[config.mk]
export PLATFORM = sky130hd
export DESIGN_NAME = comb_mc
export DESIGN_NICKNAME = d
export VERILOG_FILES = /design/src/rtl/cic_pkg.sv /design/src/rtl/comb_hist.sv /design/src/rtl/comb_mc.sv
export SDC_FILE = /design/constraint.sdc
export NUM_CORES = 1
export LEC_CHECK = 0
export ABC_AREA = 1
export ABC_CLOCK_PERIOD_IN_PS = 3800
export CAP_MARGIN = 20
export CORE_MARGIN = 2
export CORE_UTILIZATION = 38
export DETAILED_ROUTE_END_ITERATION = 8
export PLACE_DENSITY_LB_ADDON = 0.2
export SYNTH_ARGS = -nofsm -noshare
export SYNTH_HDL_FRONTEND = slang
export SYNTH_SLANG_ARGS = --single-unit
export TNS_END_PERCENT = 30
[constraint.sdc]
create_clock -name clk -period 3.8 [get_ports clk]
set_input_delay 0.57 -clock clk [delete_from_list [all_inputs] [get_ports clk]]
set_output_delay 0.57 -clock clk [all_outputs]
set_load 0.03 [all_outputs]
[src/rtl/cic_pkg.sv]
// cic_pkg: shared types and helpers for the CIC comb stage.
//   chan_w(n)            channel-index width, max(1, clog2(n))
//   prune(diff, sw, ow)  top ow bits of an sw-bit difference, right-aligned
//   comb_beat_t          output beat {data, chan, last}, sized for the widest use
// Optional build macro: COMB_MC_ROUND_EN selects round-half-up pruning instead
// of truncation (only has an effect when ow < sw).
// Widths handled here: sample width up to 63 bits, channel index up to 16 bits.
package cic_pkg;

  localparam int BEAT_DATA_MAX = 64;
  localparam int BEAT_CHAN_MAX = 16;

  typedef struct packed {
    logic [BEAT_DATA_MAX-1:0] data;
    logic [BEAT_CHAN_MAX-1:0] chan;
    logic                     last;
  } comb_beat_t;

  function automatic int chan_w(input int n);
    return (n <= 1) ? 1 : $clog2(n);
  endfunction

  // diff holds an sw-bit value zero-extended; result is the pruned ow-bit
  // field, zero-extended. Bits above sw after the rounding add are the
  // modulo-2^sw carry and fall away in the final mask.
  function automatic logic [BEAT_DATA_MAX-1:0] prune(
    input logic [BEAT_DATA_MAX-1:0] diff,
    input int                       sw,
    input int                       ow
  );
    logic [BEAT_DATA_MAX-1:0] d;
    d = diff;
`ifdef COMB_MC_ROUND_EN
    if (ow < sw) d = d + (64'd1 << (sw - ow - 1));
`endif
    return (d >> (sw - ow)) & ((64'd1 << ow) - 64'd1);
  endfunction

endpackage

[src/rtl/comb_hist.sv]
// comb_hist: per-channel DEPTH-deep sample history for the comb stage.
//   clk   clock
//   zero  synchronous clear of every entry
//   push  shift din into channel ch's line
//   ch    channel selected for push and for dout
//   din   sample to push
//   dout  oldest entry of channel ch (the x[n-DEPTH] tap)
// Kept as its own block so a RAM-backed version can drop in later.
module comb_hist #(
  parameter int NUM_CH = 4,
  parameter int DEPTH  = 1,
  parameter int W      = 16,
  parameter int CHW    = 2
) (
  input  logic           clk,
  input  logic           zero,
  input  logic           push,
  input  logic [CHW-1:0] ch,
  input  logic [W-1:0]   din,
  output logic [W-1:0]   dout
);

  logic [NUM_CH-1:0][DEPTH-1:0][W-1:0] hist;

  always_ff @(posedge clk) begin
    if (zero) begin
      hist <= '0;
    end else if (push) begin
      for (int c = 0; c < NUM_CH; c++) begin
        if (ch == CHW'(c)) begin
          hist[c][0] <= din;
          for (int k = 1; k < DEPTH; k++) hist[c][k] <= hist[c][k-1];
        end
      end
    end
  end

  // Compare-based select keeps the read in range for any NUM_CH.
  always_comb begin
    dout = '0;
    for (int c = 0; c < NUM_CH; c++)
      if (ch == CHW'(c)) dout = hist[c][DEPTH-1];
  end

endmodule

[src/rtl/comb_mc.sv]
// comb_mc: multi-channel time-interleaved CIC comb, y[n] = x[n] - x[n-CIC_M]
// per channel, with valid/ready flow control and one output register.
//   clk, reset (sync, active high), clear (sync flush, same effect as reset)
//   samp_inp_data/valid/first/ready   interleaved input; first marks channel 0
//   samp_out_data/chan/last/valid/ready  pruned output beat with channel tag
//   sync_err  one-cycle pulse after a 'first' arrives on a nonzero channel
// Optional build macro: COMB_MC_ROUND_EN (round-half-up output pruning).
module comb_mc
  import cic_pkg::*;
#(
  parameter int SAMP_WIDTH = 16,
  parameter int OUT_WIDTH  = 16,
  parameter int CIC_M      = 1,
  parameter int NUM_CH     = 4,
  localparam int CHW       = chan_w(NUM_CH)
) (
  input  logic                  clk,
  input  logic                  reset,
  input  logic                  clear,
  input  logic [SAMP_WIDTH-1:0] samp_inp_data,
  input  logic                  samp_inp_valid,
  input  logic                  samp_inp_first,
  output logic                  samp_inp_ready,
  output logic [OUT_WIDTH-1:0]  samp_out_data,
  output logic [CHW-1:0]        samp_out_chan,
  output logic                  samp_out_last,
  output logic                  samp_out_valid,
  input  logic                  samp_out_ready,
  output logic                  sync_err
);

  logic                  flush, accept, sync_bad, ch_last;
  logic [CHW-1:0]        ch, ch_eff, ch_nxt;
  logic [SAMP_WIDTH-1:0] hist_tail, diff;
  comb_beat_t            beat_d, beat_q;
  logic                  out_vld_q;
  logic                  unused_beat;

  assign flush          = reset | clear;
  assign samp_inp_ready = !out_vld_q || samp_out_ready;
  // A sample presented during a flush is dropped, not stored.
  assign accept         = samp_inp_valid && samp_inp_ready && !flush;

  // Misaligned frame start: re-sync to channel 0 and flag it.
  assign sync_bad = (NUM_CH > 1) && samp_inp_first && (ch != '0);
  assign ch_eff   = sync_bad ? '0 : ch;
  assign ch_last  = (ch_eff == CHW'(NUM_CH - 1));
  assign ch_nxt   = ch_last ? '0 : ch_eff + 1'b1;

  comb_hist #(
    .NUM_CH (NUM_CH),
    .DEPTH  (CIC_M),
    .W      (SAMP_WIDTH),
    .CHW    (CHW)
  ) u_hist (
    .clk  (clk),
    .zero (flush),
    .push (accept),
    .ch   (ch_eff),
    .din  (samp_inp_data),
    .dout (hist_tail)
  );

  // Wrapping subtract; CIC integrator growth relies on modular arithmetic.
  assign diff = samp_inp_data - hist_tail;

  always_comb begin
    beat_d      = '0;
    beat_d.data = prune(BEAT_DATA_MAX'(diff), SAMP_WIDTH, OUT_WIDTH);
    beat_d.chan = BEAT_CHAN_MAX'(ch_eff);
    beat_d.last = ch_last;
  end

  always_ff @(posedge clk) begin
    if (flush) begin
      ch        <= '0;
      out_vld_q <= 1'b0;
      beat_q    <= '0;
      sync_err  <= 1'b0;
    end else begin
      sync_err <= accept && sync_bad;
      if (accept) begin
        ch        <= ch_nxt;
        out_vld_q <= 1'b1;
        beat_q    <= beat_d;
      end else if (samp_out_ready) begin
        out_vld_q <= 1'b0;
      end
    end
  end

  assign samp_out_valid = out_vld_q;
  assign samp_out_data  = beat_q.data[OUT_WIDTH-1:0];
  assign samp_out_chan  = beat_q.chan[CHW-1:0];
  assign samp_out_last  = beat_q.last;

  // Beat fields are sized for the widest configuration; high bits stay zero.
  assign unused_beat = ^{beat_q.data, beat_q.chan};

endmodule

==> results of run 1 <==
[registers in the layout, indices dropped and copies added (netlist names)]
name / cells
ch: 2
samp_out_data: 16
samp_out_last: 1
samp_out_valid: 1
samp_out_chan: 2
sync_err: 1
u_hist.hist: 64
[cell type report]
cell class / count / area (um2) / area share (%)
Tap cell: 143 / 179 / 3.34
Timing Repair Buffer: 62 / 611 / 11.4
Clock inverter: 7 / 52.6 / 0.980
Sequential cell: 87 / 1740 / 32.5
Clock buffer: 9 / 225 / 4.20
Inverter: 51 / 200 / 3.73
Multi-Input combinational cell: 475 / 2350 / 43.9
[synthesized netlist by cell type]
cell	count
a21oi_1	51
clkbuf_1	10
ha_1	19
or2_2	1
clkinv_2	1
o21ai_1	3
buf_4	4
nor2_1	138
inv_4	2
nand2_2	1
buf_6	2
xnor2_1	6
nand3b_1	1
o21bai_1	1
inv_2	3
buf_2	15
nand2_1	104
nor3_1	3
nand3_1	35
nor2_4	4
o311ai_0	7
o211ai_1	1
o21ai_0	87
inv_1	45
dfxtp_1	87
and2_1	1
nand3_4	1
clkbuf_2	1
nand4_1	3
o31ai_1	6
fa_1	1
xor2_1	1
[what timing repair did]
action | in CTS | in global routing
resized for setup | 0 | 3
setup endpoints to repair | 0 | 5
hold endpoints to repair | 0 | 0
[path summary, 6_finish.rpt]
check                 start                 to  slack (ns)
min           samp_out_last      samp_out_last        0.47
max          samp_inp_first  samp_out_data[13]        0.35
max reg2reg           ch[0]  samp_out_data[13]        0.54
min reg2reg   samp_out_last      samp_out_last        0.47
[per-stage QoR]
| step | setup TNS (ns) | total power [W] | setup WS, ns |
|---|---|---|---|
| 2_1_floorplan | 0 | 0.00114 | 0.610 |
| 3_3_place_gp | 0 | 0.00125 | 0.00280 |
| 3_5_place_dp | -0.0145 | 0.00126 | -0.0145 |
| 4_1_cts | 0 | 0.00209 | 0.348 |
| 5_1_grt | 0 | 0.00217 | 0.00648 |
| 6_report | 0 | 0.00208 | 0.348 |
[worst register-to-register path, stage by stage (launching register included)]
cell      delay [ns]
dfxtp_1         0.33
o21ai_0         0.27
nand2_1         0.18
inv_1           0.12
ha_1            0.28
buf_4           0.22
a21oi_1         0.05
o311ai_0        0.34
o21ai_0         0.16
ha_1            0.38
nand2_1         0.11
inv_1           0.07
a21oi_1         0.19
nor2_1          0.06
nor2_1          0.12
nand2_1         0.06
nand2_1         0.06
nand3_1         0.06
nand2_1         0.07
inv_1           0.04
[cells by family (layout without fill, tap and decap cells)]
kind of cell,Yosys count,after routing
AO/OA/AOI/OAI,156,156
XOR/XNOR,7,7
adder cells (fa/ha/maj),20,20
buffers and inverters,83,129
flip-flops,87,87
AND/OR/NAND/NOR,292,292
[power by group through the flow]
stage / combinational, W / clock, W / sequential [W]
6_report: 0.000301 / 0.000841 / 0.000935
5_1_grt: 0.000337 / 0.000902 / 0.000936
4_1_cts: 0.000301 / 0.000858 / 0.000935
3_5_place_dp: 0.000299 / 0 / 0.000956
3_3_place_gp: 0.000297 / 0 / 0.000955
2_1_floorplan: 0.000168 / 0 / 0.000974
[per-layer routing]
| metal | part of all wire, % | wire length, um | up-vias | GRT usage [%] |
|---|---|---|---|---|
| met5 | 0 | 0 | - | 0 |
| met4 | 2.7 | 330 | 0 | 9.76 |
| met3 | 5.3 | 651 | 21 | 3.78 |
| met2 | 46 | 5670 | 125 | 33.2 |
| met1 | 46 | 5650 | 1995 | 27.3 |
| li1 | - | - | 2198 | - |
==> results.md, run 1 <==
| Parameter | Reported | Unit |
|:---|:---|:---|
| Status | finished, final reports clean | - |
| Post-CTS setup buffer count | 0 | - |
| Post-synthesis xor/xnor area fraction | 1.37 | % |
| Effective utilization at floorplan | 39.1 | % |
| Setup crit start kind | input port | - |
| First-pass GRT wire length | 20700 | um |
| Main combinational cell family by area after synthesis | simple AND/OR/NAND/NOR gates | - |
| Switching share of power | 28.1 | % |
| Post-synthesis sequential element count | 87 | - |
| Fill cell total of the finished layout | 1199 | - |
| CTS Buffer Depth | 2 | - |
| Setup repair after global routing missed its margin | false | - |
| Maximum number of pins on one net before global-route repair | 85 | - |
| Max-cap check violation count | 0 | - |
| Adder-cell share of the synthesized area | 5.78 | % |
| Most area-hungry cell type in the Yosys netlist | dfxtp_1 | - |
| Number of global-route vias before repair | 4070 | - |
| Insertion delay of the later-clocked pin in the worst-skew pair | 0.36 | ns |
| Antenna viol nets, final | 0 | - |
| Worst path cell trace | clkdlybuf4s50_1 > o21ai_0 > inv_1 > nor2_1 > buf_4 > ha_1 > buf_12 > o311ai_0 > o21ai_0 > ha_1 > nand2_1 > inv_1 > a21oi_1 > nor2_1 > nor2_1 > nand2_1 > nand2_1 > nand3_1 > nand2_1 > inv_1 | - |
| DIE WIDTH | 112 | um |
| Most numerous cell on the critical path | nand2_1 | - |
| Share of post-route cells with drive strength above 1 | 6.95 | % |
| CTS Hold Bufs | 0 | - |
| TritonCTS clock tree | done | - |
| Power Internal | 0.00149 | W |
| # setup viols final | 0 | - |
| Cell count along the critical path | 20 | - |
| Final hold violation count | 0 | - |
| Antenna Cells | 0 | - |
| Number of antenna violations at the first check in global routing | 0 | - |
| Gp weighted congestion | 0.915 | - |
| Logic pwr share | 14.5 | % |
| Normalized max-slew margin | 52.7 | % |
| Basic-gate share of the synthesized area counting and, or, nand and nor cells | 27.0 | % |
| Core footprint | 11400 | um2 |
| Site row count | 39 | - |
| Hold path depth | 2 | - |
| Category of the worst setup path capture point | register | - |
| Seq pwr share | 45.0 | % |
| Net switching power of the design | 0.000583 | W |
| Inst Count DP | 818 | - |
| Synthesized netlist net count | 687 | - |
| Fraction of post-synthesis cell area in the top cell type by area | 39.0 | % |
| Category of the most critical setup path | input port to register | - |
| Worst hold path class | register to register | - |
| Multiplexer area fraction after synthesis | 0 | % |
| Power density cells | 387 | nW/um2 |
| Height of the die | 112 | um |
| Vias post-DR | 4339 | - |
| Max-slew violation total from the final report | 0 | - |
| H-Tree Depth | 3 | - |
| Clock power share | 40.5 | % |
| Number of DRC markers after the initial detailed-route iteration | 298 | - |
| Clock slew at the register clock pins of the worst setup and hold paths | 0.06 | ns |
| Crit Path Max Fanout | 16 | - |
| Proportion of synthesized chip area in sequential cells | 39.0 | % |
| TritonCTS buffer count | 9 | - |
| Fmax | 0.290 | GHz |
| Count of nets after finishing | 728 | - |
| Post-layout instance area | 5360 | um2 |
| HPWL Detailed | 8850 | um |
| Total number of yosys warnings | 0 | - |
| Top post-synthesis cells by area | dfxtp_1, nor2_1, o21ai_0 | - |
| Signed area change from the synthesized netlist to the final layout | 20.2 | % |
| Worst Clk Skew | 0.00921 | ns |
| Top-level port count | 44 | - |
| Clock period minus worst slack | 3.45 | ns |
| Most frequent cells in the layout | nor2_1, nand2_1, dfxtp_1, o21ai_0, a21oi_1 | - |
| Arrival time reported for the critical path endpoint | 3.71 | ns |
| Actual slew at the worst max-slew pin | 0.709 | ns |
| Synth unique cells | 32 | - |
| Post-Synthesis Cell Area | 4460 | um2 |
| Cell type group with the largest total delay on the critical path | buffers and inverters | - |
| Residual overflow from global routing | 0 | - |
| Average detailed-routed wire length per instance | 14.8 | um |
| Crit path buf inv count | 6 | - |
| GR Util All Layers | 20.8 | % |
| Core occupancy in the finished layout | 47.0 | % |
| Average footprint of a synthesized cell | 6.92 | um2 |
| WL final | 12300 | um |
| First-pass iteration count of the detailed router | 5 | - |
| Complex-gate fraction of the synthesized area | 18.5 | % |
| Filler-free cell count of the finished design | 834 | - |
| DIE AREA | 12600 | um2 |
| Portion of the clock cycle consumed by the worst path in the final layout | 90.8 | % |
| R2R cell count | 19 | - |
| Pleak | 2.39 | nW |
| Buffers on Ports | 43 | - |
| Vias per std cell | 5.20 | - |
| WHS | 0.469 | ns |
| Cell area reported after detailed placement | 5080 | um2 |
| Sinks on Clock Net | 87 | - |
| Worst supply voltage drop on vdd | 0.000281 | V |
| Longest individual stage delay on the worst path | 0.45 | ns |
| Slowest cell on crit path | clkdlybuf4s50_1 | - |
| Most common library cell in the layout ignoring fill and taps | nor2_1 | - |
| CP required | 4.06 | ns |
| Cell at the root of the clock tree | clkbuf_16 | - |
| DRC violations left | 0 | - |
| Post-Synthesis Cells | 645 | - |
Note: power is estimated with default switching activity, not from simulation.
==> inputs of run 2 (changes only) <==
CORE_MARGIN = 4   (was 2)
==> results.md, run 2 (synthesis gave the netlist of run 1 again) <==
| Parameter | Reported | Unit | vs previous |
|:---|:---|:---|:---|
| Status | finished, final reports clean | - |  |
| CP required | 4.04 | ns | -0.02 ns |
| Gp weighted congestion | 0.887 | - | -3.0% |
| Site row count | 39 | - | unchanged |
| TritonCTS buffer count | 9 | - | unchanged |
| Number of flip-flops under the largest register name | 64 | - | unchanged |
| DRC violations left | 0 | - | unchanged |
| Most frequent cells in the layout | nor2_1, nand2_1, dfxtp_1, o21ai_0, a21oi_1 | - |  |
| Most common library cell in the layout ignoring fill and taps | nor2_1 | - |  |
| First-pass iteration count of the detailed router | 5 | - | unchanged |
| End point of the worst hold path | samp_out_data[1] | - |  |
| Worst hold path class | register to register | - |  |
| Clock period minus worst slack | 3.46 | ns | +0.00353 ns |
| CTS Buffer Depth | 2 | - | unchanged |
| Crit Path Max Fanout | 12 | - | -4 |
| # setup viols final | 0 | - | unchanged |
| Average detailed-routed wire length per instance | 15.3 | um | +3.4% |
| Residual overflow from global routing | 0 | - | unchanged |
| Max-cap check violation count | 0 | - | unchanged |
| Portion of the clock cycle consumed by the worst path in the final layout | 90.9 | % | +0.093 points |
| DIE WIDTH | 116 | um | +3.6% |
| Buffers on Ports | 43 | - | unchanged |
| Post-CTS setup buffer count | 0 | - | unchanged |
| Height of the die | 116 | um | +3.6% |
| DIE AREA | 13500 | um2 | +7.2% |
| Fill cell total of the finished layout | 1139 | - | -5.0% |
| Pre-CTS worst setup slack | -0.0509 | ns | -0.0364 ns |
| Vias per std cell | 5.22 | - | +0.30% |
| Worst path setup slack after routing | 0.344 | ns | -0.00353 ns |
| Setup crit start kind | input port | - |  |
| Power density cells | 403 | nW/um2 | +4.0% |
| Antenna Cells | 0 | - | unchanged |
| TritonCTS clock tree | done | - |  |
| HPWL Detailed | 8890 | um | +0.42% |
| H-Tree Depth | 3 | - | unchanged |
| WL final | 12900 | um | +4.5% |
| Insertion delay of the later-clocked pin in the worst-skew pair | 0.34 | ns | -0.02 ns |
| Category of the worst setup path capture point | register | - |  |
| Hold path depth | 2 | - | unchanged |
| Worst supply voltage drop on vdd | 0.000342 | V | +22% |
| Worst reg2reg path startpoint | ch[0] | - |  |
| Startpoint of the lowest-slack hold path | samp_out_data[1] | - |  |
| Vias post-DR | 4399 | - | +1.4% |
| GR Util All Layers | 20.1 | % | -0.65 points |
| Arrival time reported for the critical path endpoint | 3.70 | ns | about the same |
| Antenna viol nets, final | 0 | - | unchanged |
| Signed area change from the synthesized netlist to the final layout | 22.2 | % |  |
| Storage element area | 1740 | um2 | unchanged |
| Normalized max-slew margin | 48.4 | % | -4.3 points |
| Actual slew at the worst max-slew pin | 0.774 | ns | +0.0652 ns |
| Maximum number of pins on one net before global-route repair | 85 | - | unchanged |
| Effective utilization at floorplan | 38.9 | % | -0.17 points |
| Fmax | 0.289 | GHz | -0.10% |
| Register with the highest flop count | u_hist.hist | - |  |
| Category of the most critical setup path | input port to register | - |  |
| Share of post-route cells with drive strength above 1 | 8.00 | % | +1.1 points |
| R2R cell count | 20 | - | +1 |
| Number of global-route vias before repair | 4274 | - | +5.0% |
| Max-slew violation total from the final report | 0 | - | unchanged |
| Inst Count DP | 827 | - | +1.1% |
| Final hold violation count | 0 | - | unchanged |
| Filler-free cell count of the finished design | 843 | - | +1.1% |
| Number of antenna violations at the first check in global routing | 0 | - | unchanged |
| First-pass GRT wire length | 21400 | um | +3.5% |
| Core footprint | 11500 | um2 | +0.43% |
| Number of DRC markers after the initial detailed-route iteration | 272 | - | -8.7% |
| Sinks on Clock Net | 87 | - | unchanged |
| Count of nets after finishing | 737 | - | +1.2% |
| Clock slew at the register clock pins of the worst setup and hold paths | 0.06 | ns | about the same |
| Top-level port count | 44 | - | unchanged |
| R2r setup slk | 0.52 | ns | -0.02 ns |
| Multi-input gate area | 2350 | um2 | unchanged |
| Setup repair after global routing missed its margin | false | - |  |
| Worst Clk Skew | 0.00716 | ns | -0.00205 ns |
| End of the worst register-to-register path | samp_out_data[10] | - |  |
| Cell at the root of the clock tree | clkbuf_16 | - |  |
| Pleak | 2.43 | nW | +2.0% |
run 2: cell count changes in the layout (fill, tap and decap cells not counted):
| cell | before | now |
|---|---|---|
| inv_6 | 5 | 0 |
| buf_4 | 16 | 26 |
| buf_12 | 3 | 2 |
| inv_4 | 1 | 2 |
| clkinvlp_4 | 1 | 2 |
| bufinv_16 | 0 | 2 |
| clkbuf_1 | 0 | 1 |
run 2: final cells by class:
cell class | instances | area share (%)
Multi-Input combinational cell | 475 | 43.2
Clock buffer | 10 | 4.20
Sequential cell | 87 | 32.0
Inverter | 51 | 3.63
Clock inverter | 6 | 1.56
Tap cell | 143 | 3.28
Timing Repair Buffer | 71 | 12.2
run 2: how the worst max path moves through the flow:
stage / startpoint / end / slack [ns] / depth (start not counted)
after floorplan: samp_inp_first / samp_out_data[14] / 0.61 / 25
after global placement: samp_inp_first / samp_out_data[15] / -0.01 / 21
after detailed placement: samp_inp_first / samp_out_data[14] / -0.05 / 21
after CTS: samp_inp_first / samp_out_data[10] / 0.30 / 21
after global routing: samp_inp_first / samp_out_data[15] / 0.02 / 21
final: samp_inp_first / samp_out_data[15] / 0.34 / 21
run 2: repair_timing:
action	4_1_cts	5_1_grt
setup endpoints to repair	0	4
hold buffers	0	0
resized for setup	0	2
run 2: layer usage:
metal | up-vias | share of wire [%] | track usage [%]
met5 | - | 0 | 0
met4 | 0 | 1.9 | 6.50
met3 | 23 | 5.3 | 3.89
met2 | 126 | 47 | 33.3
met1 | 2031 | 46 | 26.5
li1 | 2219 | - | -
run 2: worst max-delay path, stage by stage:
cell	delay (ns)
clkdlybuf4s50_1	0.45
o21ai_0	0.12
inv_1	0.08
nor2_1	0.06
inv_1	0.09
ha_1	0.38
buf_12	0.19
a21oi_1	0.08
o31ai_1	0.33
o21ai_0	0.17
ha_1	0.35
nand2_1	0.13
inv_1	0.05
nand2_1	0.06
nand2_1	0.05
a21oi_1	0.23
nand2_1	0.09
nand2_1	0.06
nand3_1	0.07
nand2_1	0.06
inv_1	0.04
run 2: where the power goes:
part,internal (W),switching [W],leakage [nW]
combinational,0.000129,0.000187,1.58
sequential,0.000927,0.00000851,0.703
clock,0.000574,0.000370,0.148
run 2: stage by stage:
| stage | utilization (%) | hold slack (ns) | TNS [ns] | cell area [um2] | total power [W] |
|---|---|---|---|---|---|
| floorplan | - | 0.441 | 0 | 4460 | 0.00114 |
| global placement | 44.8 | 0.454 | -0.0209 | 5140 | 0.00127 |
| detailed placement | 44.8 | 0.458 | -0.119 | 5140 | 0.00127 |
| CTS | 47.5 | 0.467 | 0 | 5450 | 0.00222 |
| global route | 47.5 | 0.503 | 0 | 5450 | 0.00229 |
| finish | 47.5 | 0.463 | 0 | 5450 | 0.00220 |
